==> src/rtl/multi_pattern_detector_if.sv <==
// rtl/multi_pattern_detector_if.sv - symbol stream, pattern config and match outputs of the detector
interface multi_pattern_detector_if #(
  parameter int SYM_W   = 4,
  parameter int PAT_LEN = 4,
  parameter int NUM_PAT = 2,
  parameter int CNT_W   = 8
);
  localparam int IDX_W = (NUM_PAT > 1) ? $clog2(NUM_PAT) : 1;

  logic                       enable;
  logic [SYM_W-1:0]           din;
  logic                       flush;
  logic                       cfg_we;
  logic [IDX_W-1:0]           cfg_idx;
  logic [PAT_LEN*SYM_W-1:0]   cfg_pat;
  logic [PAT_LEN-1:0]         cfg_mask;
  logic                       clear_cnt;
  logic [NUM_PAT-1:0]         match;
  logic                       any_match;
  logic [NUM_PAT*CNT_W-1:0]   hit_cnt;

  modport master (
    output enable, din, flush, cfg_we, cfg_idx, cfg_pat, cfg_mask, clear_cnt,
    input  match, any_match, hit_cnt
  );

  modport slave (
    input  enable, din, flush, cfg_we, cfg_idx, cfg_pat, cfg_mask, clear_cnt,
    output match, any_match, hit_cnt
  );
endinterface

==> src/rtl/multi_pattern_detector.sv <==
// rtl/multi_pattern_detector.sv - programmable multi-pattern symbol detector
// Sliding window compared against NUM_PAT masked patterns; overlapping hits, saturating counters.
module multi_pattern_detector #(
  parameter int SYM_W   = 4,
  parameter int PAT_LEN = 4,
  parameter int NUM_PAT = 2,
  parameter int CNT_W   = 8,
  parameter logic [NUM_PAT*PAT_LEN*SYM_W-1:0] RST_PATS = {16'h0619, 16'h0531}
) (
  input logic                     clk,
  input logic                     reset_n,
  multi_pattern_detector_if.slave bus
);
  localparam int WIN_W  = PAT_LEN * SYM_W;
  localparam int FILL_W = $clog2(PAT_LEN + 1);

  logic [WIN_W-1:0]         window;
  logic [FILL_W-1:0]        fill;
  logic [WIN_W-1:0]         pats  [NUM_PAT];
  logic [PAT_LEN-1:0]       masks [NUM_PAT];
  logic [WIN_W-1:0]         care  [NUM_PAT];
  logic [WIN_W-1:0]         next_window;
  logic                     window_full;
  logic [NUM_PAT-1:0]       hit;
  logic [NUM_PAT-1:0]       match_q;
  logic                     any_q;
  logic [NUM_PAT*CNT_W-1:0] cnt_q;

  // Full once the incoming symbol completes PAT_LEN symbols of history.
  assign window_full = (fill >= FILL_W'(PAT_LEN - 1));

  always_comb begin
    next_window = {window[WIN_W-SYM_W-1:0], bus.din};
    hit = '0;
    for (int p = 0; p < NUM_PAT; p++) begin
      care[p] = '0;
      for (int s = 0; s < PAT_LEN; s++) begin
        care[p][s*SYM_W +: SYM_W] = {SYM_W{~masks[p][s]}};
      end
      hit[p] = bus.enable && !bus.flush && window_full &&
               (((next_window ^ pats[p]) & care[p]) == '0);
    end
  end

  always_ff @(posedge clk or negedge reset_n) begin
    if (!reset_n) begin
      window  <= '0;
      fill    <= '0;
      match_q <= '0;
      any_q   <= 1'b0;
      cnt_q   <= '0;
      for (int p = 0; p < NUM_PAT; p++) begin
        pats[p]  <= RST_PATS[p*WIN_W +: WIN_W];
        masks[p] <= '0;
      end
    end else begin
      match_q <= hit;
      any_q   <= |hit;

      if (bus.flush) begin
        window <= '0;
        fill   <= '0;
      end else if (bus.enable) begin
        window <= next_window;
        if (fill != FILL_W'(PAT_LEN))
          fill <= fill + FILL_W'(1);
      end

      // Clear takes priority over a coincident hit.
      for (int p = 0; p < NUM_PAT; p++) begin
        if (bus.clear_cnt)
          cnt_q[p*CNT_W +: CNT_W] <= '0;
        else if (hit[p] && (cnt_q[p*CNT_W +: CNT_W] != {CNT_W{1'b1}}))
          cnt_q[p*CNT_W +: CNT_W] <= cnt_q[p*CNT_W +: CNT_W] + CNT_W'(1);
      end

      if (bus.cfg_we && (int'(bus.cfg_idx) < NUM_PAT)) begin
        pats[bus.cfg_idx]  <= bus.cfg_pat;
        masks[bus.cfg_idx] <= bus.cfg_mask;
      end
    end
  end

  assign bus.match     = match_q;
  assign bus.any_match = any_q;
  assign bus.hit_cnt   = cnt_q;
endmodule
==> src/flat_wrapper.sv <==
// flat-port wrapper written by rule: the top's interface ports become plain ports
module multi_pattern_detector_flat 
#(
  parameter int SYM_W   = 4,
  parameter int PAT_LEN = 4,
  parameter int NUM_PAT = 2,
  parameter int CNT_W   = 8,
  parameter logic [NUM_PAT*PAT_LEN*SYM_W-1:0] RST_PATS = {16'h0619, 16'h0531}
)
  (clk, reset_n, bus_enable, bus_din, bus_flush, bus_cfg_we, bus_cfg_idx, bus_cfg_pat, bus_cfg_mask, bus_clear_cnt, bus_match, bus_any_match, bus_hit_cnt);
  multi_pattern_detector_if #(.SYM_W(SYM_W), .PAT_LEN(PAT_LEN), .NUM_PAT(NUM_PAT), .CNT_W(CNT_W)) bus_i ();
  input logic clk;
  input logic reset_n;
  input wire logic [$bits(bus_i.enable)-1:0] bus_enable;
  input wire logic [$bits(bus_i.din)-1:0] bus_din;
  input wire logic [$bits(bus_i.flush)-1:0] bus_flush;
  input wire logic [$bits(bus_i.cfg_we)-1:0] bus_cfg_we;
  input wire logic [$bits(bus_i.cfg_idx)-1:0] bus_cfg_idx;
  input wire logic [$bits(bus_i.cfg_pat)-1:0] bus_cfg_pat;
  input wire logic [$bits(bus_i.cfg_mask)-1:0] bus_cfg_mask;
  input wire logic [$bits(bus_i.clear_cnt)-1:0] bus_clear_cnt;
  output wire logic [$bits(bus_i.match)-1:0] bus_match;
  output wire logic [$bits(bus_i.any_match)-1:0] bus_any_match;
  output wire logic [$bits(bus_i.hit_cnt)-1:0] bus_hit_cnt;
  assign bus_i.enable = bus_enable;
  assign bus_i.din = bus_din;
  assign bus_i.flush = bus_flush;
  assign bus_i.cfg_we = bus_cfg_we;
  assign bus_i.cfg_idx = bus_cfg_idx;
  assign bus_i.cfg_pat = bus_cfg_pat;
  assign bus_i.cfg_mask = bus_cfg_mask;
  assign bus_i.clear_cnt = bus_clear_cnt;
  assign bus_match = bus_i.match;
  assign bus_any_match = bus_i.any_match;
  assign bus_hit_cnt = bus_i.hit_cnt;
  multi_pattern_detector #(.SYM_W(SYM_W), .PAT_LEN(PAT_LEN), .NUM_PAT(NUM_PAT), .CNT_W(CNT_W), .RST_PATS(RST_PATS)) u_core (.clk(clk), .reset_n(reset_n), .bus(bus_i));
endmodule
==> config.mk <==
export PLATFORM = sky130hd
export DESIGN_NAME = multi_pattern_detector_flat
export DESIGN_NICKNAME = d
export VERILOG_FILES = /design/src/rtl/multi_pattern_detector_if.sv /design/src/rtl/multi_pattern_detector.sv /design/src/flat_wrapper.sv
export SDC_FILE = /design/constraint.sdc
export NUM_CORES = 1
export LEC_CHECK = 0
export ABC_AREA = 1
export BUFFER_PORTS_ARGS = -buffer_cell sky130_fd_sc_hd__clkbuf_2
export CAP_MARGIN = 20
export CORE_MARGIN = 2
export CORE_UTILIZATION = 63
export DETAILED_ROUTE_END_ITERATION = 10
export GPL_ROUTABILITY_DRIVEN = 0
export PLACE_DENSITY = 0.95
export SLEW_MARGIN = 15
export SYNTH_ARGS = -nofsm -noshare
export SYNTH_HDL_FRONTEND = slang
export SYNTH_SLANG_ARGS = --single-unit
==> constraint.sdc <==
create_clock -name clk -period 2.4 [get_ports clk]
set_input_delay 0.24 -clock clk [delete_from_list [all_inputs] [get_ports clk]]
set_output_delay 0.24 -clock clk [all_outputs]
set_load 0.02 [all_outputs]
After elaboration in Yosys (flattened, before gate mapping)
Index checks and enable logic that the tools add are counted.

operators by class
  bitwise gates (word level) = 13
  muxes and demuxes = 15
  $add $sub $neg = 3
  magnitude comparators = 3
  reductions and logical operators = 16
  eq/ne operators = 3

operators with widths
  cell                 number
  $and 16x16->16       2
  $bwmux 32            1
  $logic_not 16->1     2
  $mux 8               4
  $xor 16x16->16       2
  $mux 12              2
  $add 8x1->8 const B  2
  $demux 16 s1         1
  $mux 16              1
  $ne 8x8->1 const B   2
  $mux 3               3
  $bwmux 8             1
  $not 1->1            8
  $reduce_bool 2->1    4
  $logic_and 1x1->1    7
  $demux 4 s1          1
  $mux 4               1
  $add 3x1->3 const B  1
  $ge 3x2->1 const B   1
  $ne 3x3->1 const B   1
  $ge 2x2->1 const B   1
  $lt 2x1->1 const B   1
  $not 1->2            1
  $reduce_and 2->1     1
  other kinds (2)      2

word-level totals
  logic and storage cells = 63
  register bits = 74
  bits of input ports = 31
  output and inout port bits = 19

Depth between registers and ports, before layout
  depth in word-level cells = 7
  depth in mapped cells = 11
  mapped depth without buffers = 11

Worst setup path after synthesis
No wires, ideal clock.

  path type = register to register
  start = reg u_core.cnt_q[0], in the netlist u_core.bus.hit_cnt[0]
  end = reg u_core.cnt_q[6], in the netlist u_core.bus.hit_cnt[6]
  setup time = 0.066 ns
  arrival time = 1.457 ns
  data required time = 2.334 ns
  path slack = 0.877 ns
  clock period less this slack = 1.523 ns
  stages on the path, launching flop included = 10
  buffers on the path = 0
  cells stage by stage = dfrtp_1 -> ha_1 -> nand2_1 -> inv_2 -> nand2_1 -> nor2_4 -> nand4_4 -> nand3_2 -> nand3_1 -> nand2_1

between the ends
  word-level cells in the longest chain between the ends = 3
  elaborated cells on any way between the ends = 6
  those cells by class = add/sub: 1; eq/ne: 1; mux: 2; reduce/logical: 2

ends and longest elaborated chain
  item                                                line                                                        source
  start, declared                                     multi_pattern_detector.sv:27                                logic [NUM_PAT*CNT_W-1:0] cnt_q;
  start signal, assigned by index                     multi_pattern_detector.sv:74                                cnt_q[p*CNT_W +: CNT_W] <= cnt_q[p*CNT_W +: CNT_W] + CNT_W'(1);
  $add 8x1->8 / $ne 8x8->1 (equally long branches)    multi_pattern_detector.sv:74, multi_pattern_detector.sv:73
  $mux 8 / $logic_and 1x1->1 (equally long branches)  multi_pattern_detector.sv:73                                else if (hit[p] && (cnt_q[p*CNT_W +: CNT_W] != {CNT_W{1'b1}}))
  $mux 8 / $reduce_bool 2->1 (equally long branches)  n/a

Parallel ways exist; a longest one is shown, timed or not. The select of a mux whose other input is x is not followed.
A chain may end at the register's enable or synchronous reset.

Worst setup path after layout
  start = reg u_core.fill[1]
  end = reg u_core.cnt_q[15], in the netlist u_core.bus.hit_cnt[15]

between the ends
  word-level cells in the longest chain between the ends = 5

ends and longest elaborated chain
  item                                line                          source
  start, declared                     multi_pattern_detector.sv:18  logic [FILL_W-1:0] fill;
  start signal, assigned              multi_pattern_detector.sv:66  fill <= fill + FILL_W'(1);
  $ge 3x2->1                          multi_pattern_detector.sv:30  assign window_full = (fill >= FILL_W'(PAT_LEN - 1));
  $logic_and 1x1->1 (2 in a row)      multi_pattern_detector.sv:40  hit[p] = bus.enable && !bus.flush && window_full &&
  $logic_and 1x1->1                   multi_pattern_detector.sv:73
  $reduce_bool 2->1 (no source line)  n/a

Every way passes these cells.

==> results.tsv <==
stage	metric	value	unit
placed_design	io_buffers	49	
clock_tree	clock_latency	0.36	ns
logic_synthesis	synth-edff-count	0	
logic_synthesis	async_flop_share	100	%
global_routing	grt.overflow.total	0	
floorplanning	row_count	29	
logic_synthesis	yosysMostFrequentCell	nand2_1	
setup_path	ff2ff_setup_slack	0.62	ns
sta	min_period_over_period	74.1	%
global_routing	antenna_found_initial	0	
worst_hold_path	holdPathEnd	u_core.pats[16]	
worst_hold_path	holdPathStages	3	
sta	rsz0062_at_grt	false	
setup_path	cp-end-kind	register	
global_routing	grt_pass1_wl	15.9	mm
sta	period_minus_slack	1.78	ns
placed_design	placed_area	4350	µm²
clock_tree	cts-resized-gates	0	
detailed_routing	via_per_inst	5.64	
sta	layout_setup_ws	0.622	ns
setup_path	crit_chain	ha_1 -> ha_1 -> clkinv_1 -> a31oi_4 -> inv_1 -> nor2_1 -> nand3_2 -> nand3_1 -> nand2_1	
power	p_total	2.98	mW
final_layout	drive_gt1_share	20.7	%
final_layout	area_delta_synth_final	13.4	%
worst_hold_path	hp-class	in2reg	
final_layout	n_antenna_cell	0	
setup_path	cp-start-kind	register	
power	ir_drop	0.529	mV
detailed_routing	drt-initial-drc-count	263	
setup_path	cp_common_cell	ha_1	
floorplanning	pin_count	50	
floorplanning	coreArea	6280	µm²
sta	relSlewSlack	39.4	%
power	power_leakage	2.55	nW
clock_tree	cts_tree	built	
worst_hold_path	hp-start	bus_cfg_pat[0]	
logic_synthesis	synthDistinctLibCells	29	
final_layout	nets	606	
clock_tree	clock_path_buffers	2	
setup_path	cpMaxStageDelayCell	dfrtp_1	
setup_path	crit_type	reg2reg	
logic_synthesis	synthFlopType	dfrtp_1	
clock_tree	postCtsSetupBuffers	0	
global_routing	grt_pass1_vias	3692	
clock_tree	cts.sinks	74	
placed_design	pre_cts_ws	0.675	ns
sta	finalClockSkew	0.00585	ns
placed_design	dp.final_hpwl	6.44	mm
status	status	completed	
sta	worst_pin_slew	0.908	ns
final_layout	post-route-util	72.9	%
logic_synthesis	synth_area_leaders	dfrtp_1 40%, nand2_1 14%, inv_1 7.0%, dfstp_2 6.5%, nand3_1 6.4%	
setup_path	critPathArrivalTime	2.02	ns
logic_synthesis	synth_area_leader_cell	dfrtp_1	
global_routing	grt_max_degree	41	
logic_synthesis	yosysSeqAreaShare	46.2	%
logic_synthesis	synth_cells	519	
detailed_routing	first_pass_iters	5	
clock_tree	path_clk_slew	0.08	ns
clock_tree	cts_max_level	3	
detailed_routing	drc	0	
sta	fmax	562	MHz
logic_synthesis	yosys.area.top_type_share	39.7	%
sta	setup_tns	0	ns
logic_synthesis	syn-num-nets	555	
logic_synthesis	synth_seq_cells	74	
sta	hold_viol	0	
setup_path	ff2ff_path_depth	9	
global_routing	gr-usage-all-layers	28.1	%
power	p_per_area	651	nW/µm²
detailed_routing	vias	3678	
setup_path	r2r-end	u_core.bus.hit_cnt[15]	
clock_tree	clockRootBuffer	clkbuf_8	
logic_synthesis	netlist_area	4040	µm²
detailed_routing	drtAntennaViolNets	0	
floorplanning	die_height	84.0	µm
logic_synthesis	syn_avg_cell_area	7.78	µm²
flow_run	maxCapViolCount	0	
setup_path	cp_data_required_time	2.64	ns
clock_tree	numCtsBuffers	9	
floorplanning	initial_core_util	64.3	%
setup_path	crit_fanout	8	
sta	setup-violations-final	0	
setup_path	critPathBufInv	2	
floorplanning	dieArea	7060	µm²
final_layout	final_area	4580	µm²
sta	slew_viol_final	0	
detailed_routing	avgRoutedWirePerCell	14.2	µm
floorplanning	fp.dieW	84.0	µm
setup_path	timing.rr.start	u_core.fill[1]	
logic_synthesis	synth_common_cells	148 x nand2_1, 75 x inv_1, 64 x dfrtp_1	
setup_path	max_stage_delay	0.39	ns
setup_path	critPathTopFamily	simple AND/OR/NAND/NOR gates	
logic_synthesis	yosys_warnings	0	
detailed_routing	routed_wl	9.26	mm
[how the worst max path moves through the flow]
stage / startpoint / endpoint / slack (ns) / depth (start not counted)
after floorplan: u_core.bus.hit_cnt[0] / u_core.bus.hit_cnt[6] / 0.88 / 9
after global placement: u_core.fill[0] / u_core.bus.hit_cnt[12] / 0.80 / 9
after detailed placement: u_core.fill[1] / u_core.bus.hit_cnt[9] / 0.67 / 9
after CTS: u_core.fill[1] / u_core.bus.hit_cnt[9] / 0.65 / 9
after global routing: u_core.fill[0] / u_core.bus.hit_cnt[9] / 0.51 / 9
final: u_core.fill[1] / u_core.bus.hit_cnt[15] / 0.62 / 9
[worst reg2reg max path, stage by stage (launching register included)]
cell and delay (ns):
dfrtp_1 0.39, ha_1 0.17, ha_1 0.15, clkinv_1 0.09
a31oi_4 0.23, inv_1 0.09, nor2_1 0.15, nand3_2 0.18
nand3_1 0.13, nand2_1 0.08
[logic make-up after synthesis]
kind of cell / count (synthesis) / share of synthesized area [%]
AND/OR/NAND/NOR: 265 / 31.6
buffers and inverters: 109 / 10.8
flip-flops: 74 / 46.2
AO/OA/AOI/OAI: 56 / 7.59
XOR/XNOR: 10 / 2.17
adder cells (fa/ha/maj): 5 / 1.55
[where the power goes]
group | total, mW | switching (mW) | leakage [nW] | internal (mW)
sequential | 1.44 | 0.0800 | 0.946 | 1.36
combinational | 0.453 | 0.296 | 1.50 | 0.157
clock | 1.09 | 0.479 | 0.109 | 0.611
[metal layers]
metal  up-vias  wire length (µm)  track usage [%]  share of wire (%)
met5         -                 0                0                  0
met2       192              4500             46.1                 49
met1      1713              3830             34.2                 41
met3        29               617             5.24                6.7
li1       1744                 -                -                  -
met4         0               307             17.6                3.3
[what timing repair did]
action                                 4_1_cts  5_1_grt
endpoints found under the hold margin       18        0
hold buffers                                 1        0
setup endpoints to repair                    0        0
[cell usage in the layout (no fill, tap or decap), types with 2 or more instances in the layout]
cell,synthesis,layout
clkbuf_8,1,10
nor2_2,4,4
clkinv_1,2,2
dfstp_2,10,10
nand3_1,52,52
buf_4,0,3
xor2_1,9,9
nand2_1,148,148
o22ai_1,8,8
inv_1,75,75
nor3_1,2,2
nand4_1,18,18
nand3_2,9,9
nand2_2,4,4
clkinv_2,0,2
o21ai_0,47,47
bufinv_16,0,2
inv_2,17,17
ha_1,5,5
dfrtp_1,64,64
clkbuf_2,0,48
nor2_1,12,12
or2_1,11,11
nor2_8,2,2
[flip-flops by register name, summed over array words and instances, names as in the netlist]
| name | flops |
|---|---|
| u_core.window | 12 |
| u_core.bus.any_match | 1 |
| u_core.masks | 8 |
| u_core.bus.hit_cnt | 16 |
| u_core.pats | 32 |
| u_core.bus.match | 2 |
| u_core.fill | 3 |
[cell type report]
type                       instances  area [µm²]
fill                             470        1700
tap                               77        96.3
multi-input combinational        336        1730
timing repair buffer              54         298
sequential                        74        1860
inverter                          95         364
clock buffer                      11         141
clock inverter                     5        77.6
[stage by stage]
stage	cells	hold WS, ns
finish	652	0.0808
floorplan	519	-0.0556
detailed placement	635	0.220
global placement	635	0.221
global route	652	0.100
CTS	652	0.0752
(Power assumes the default switching activity.)
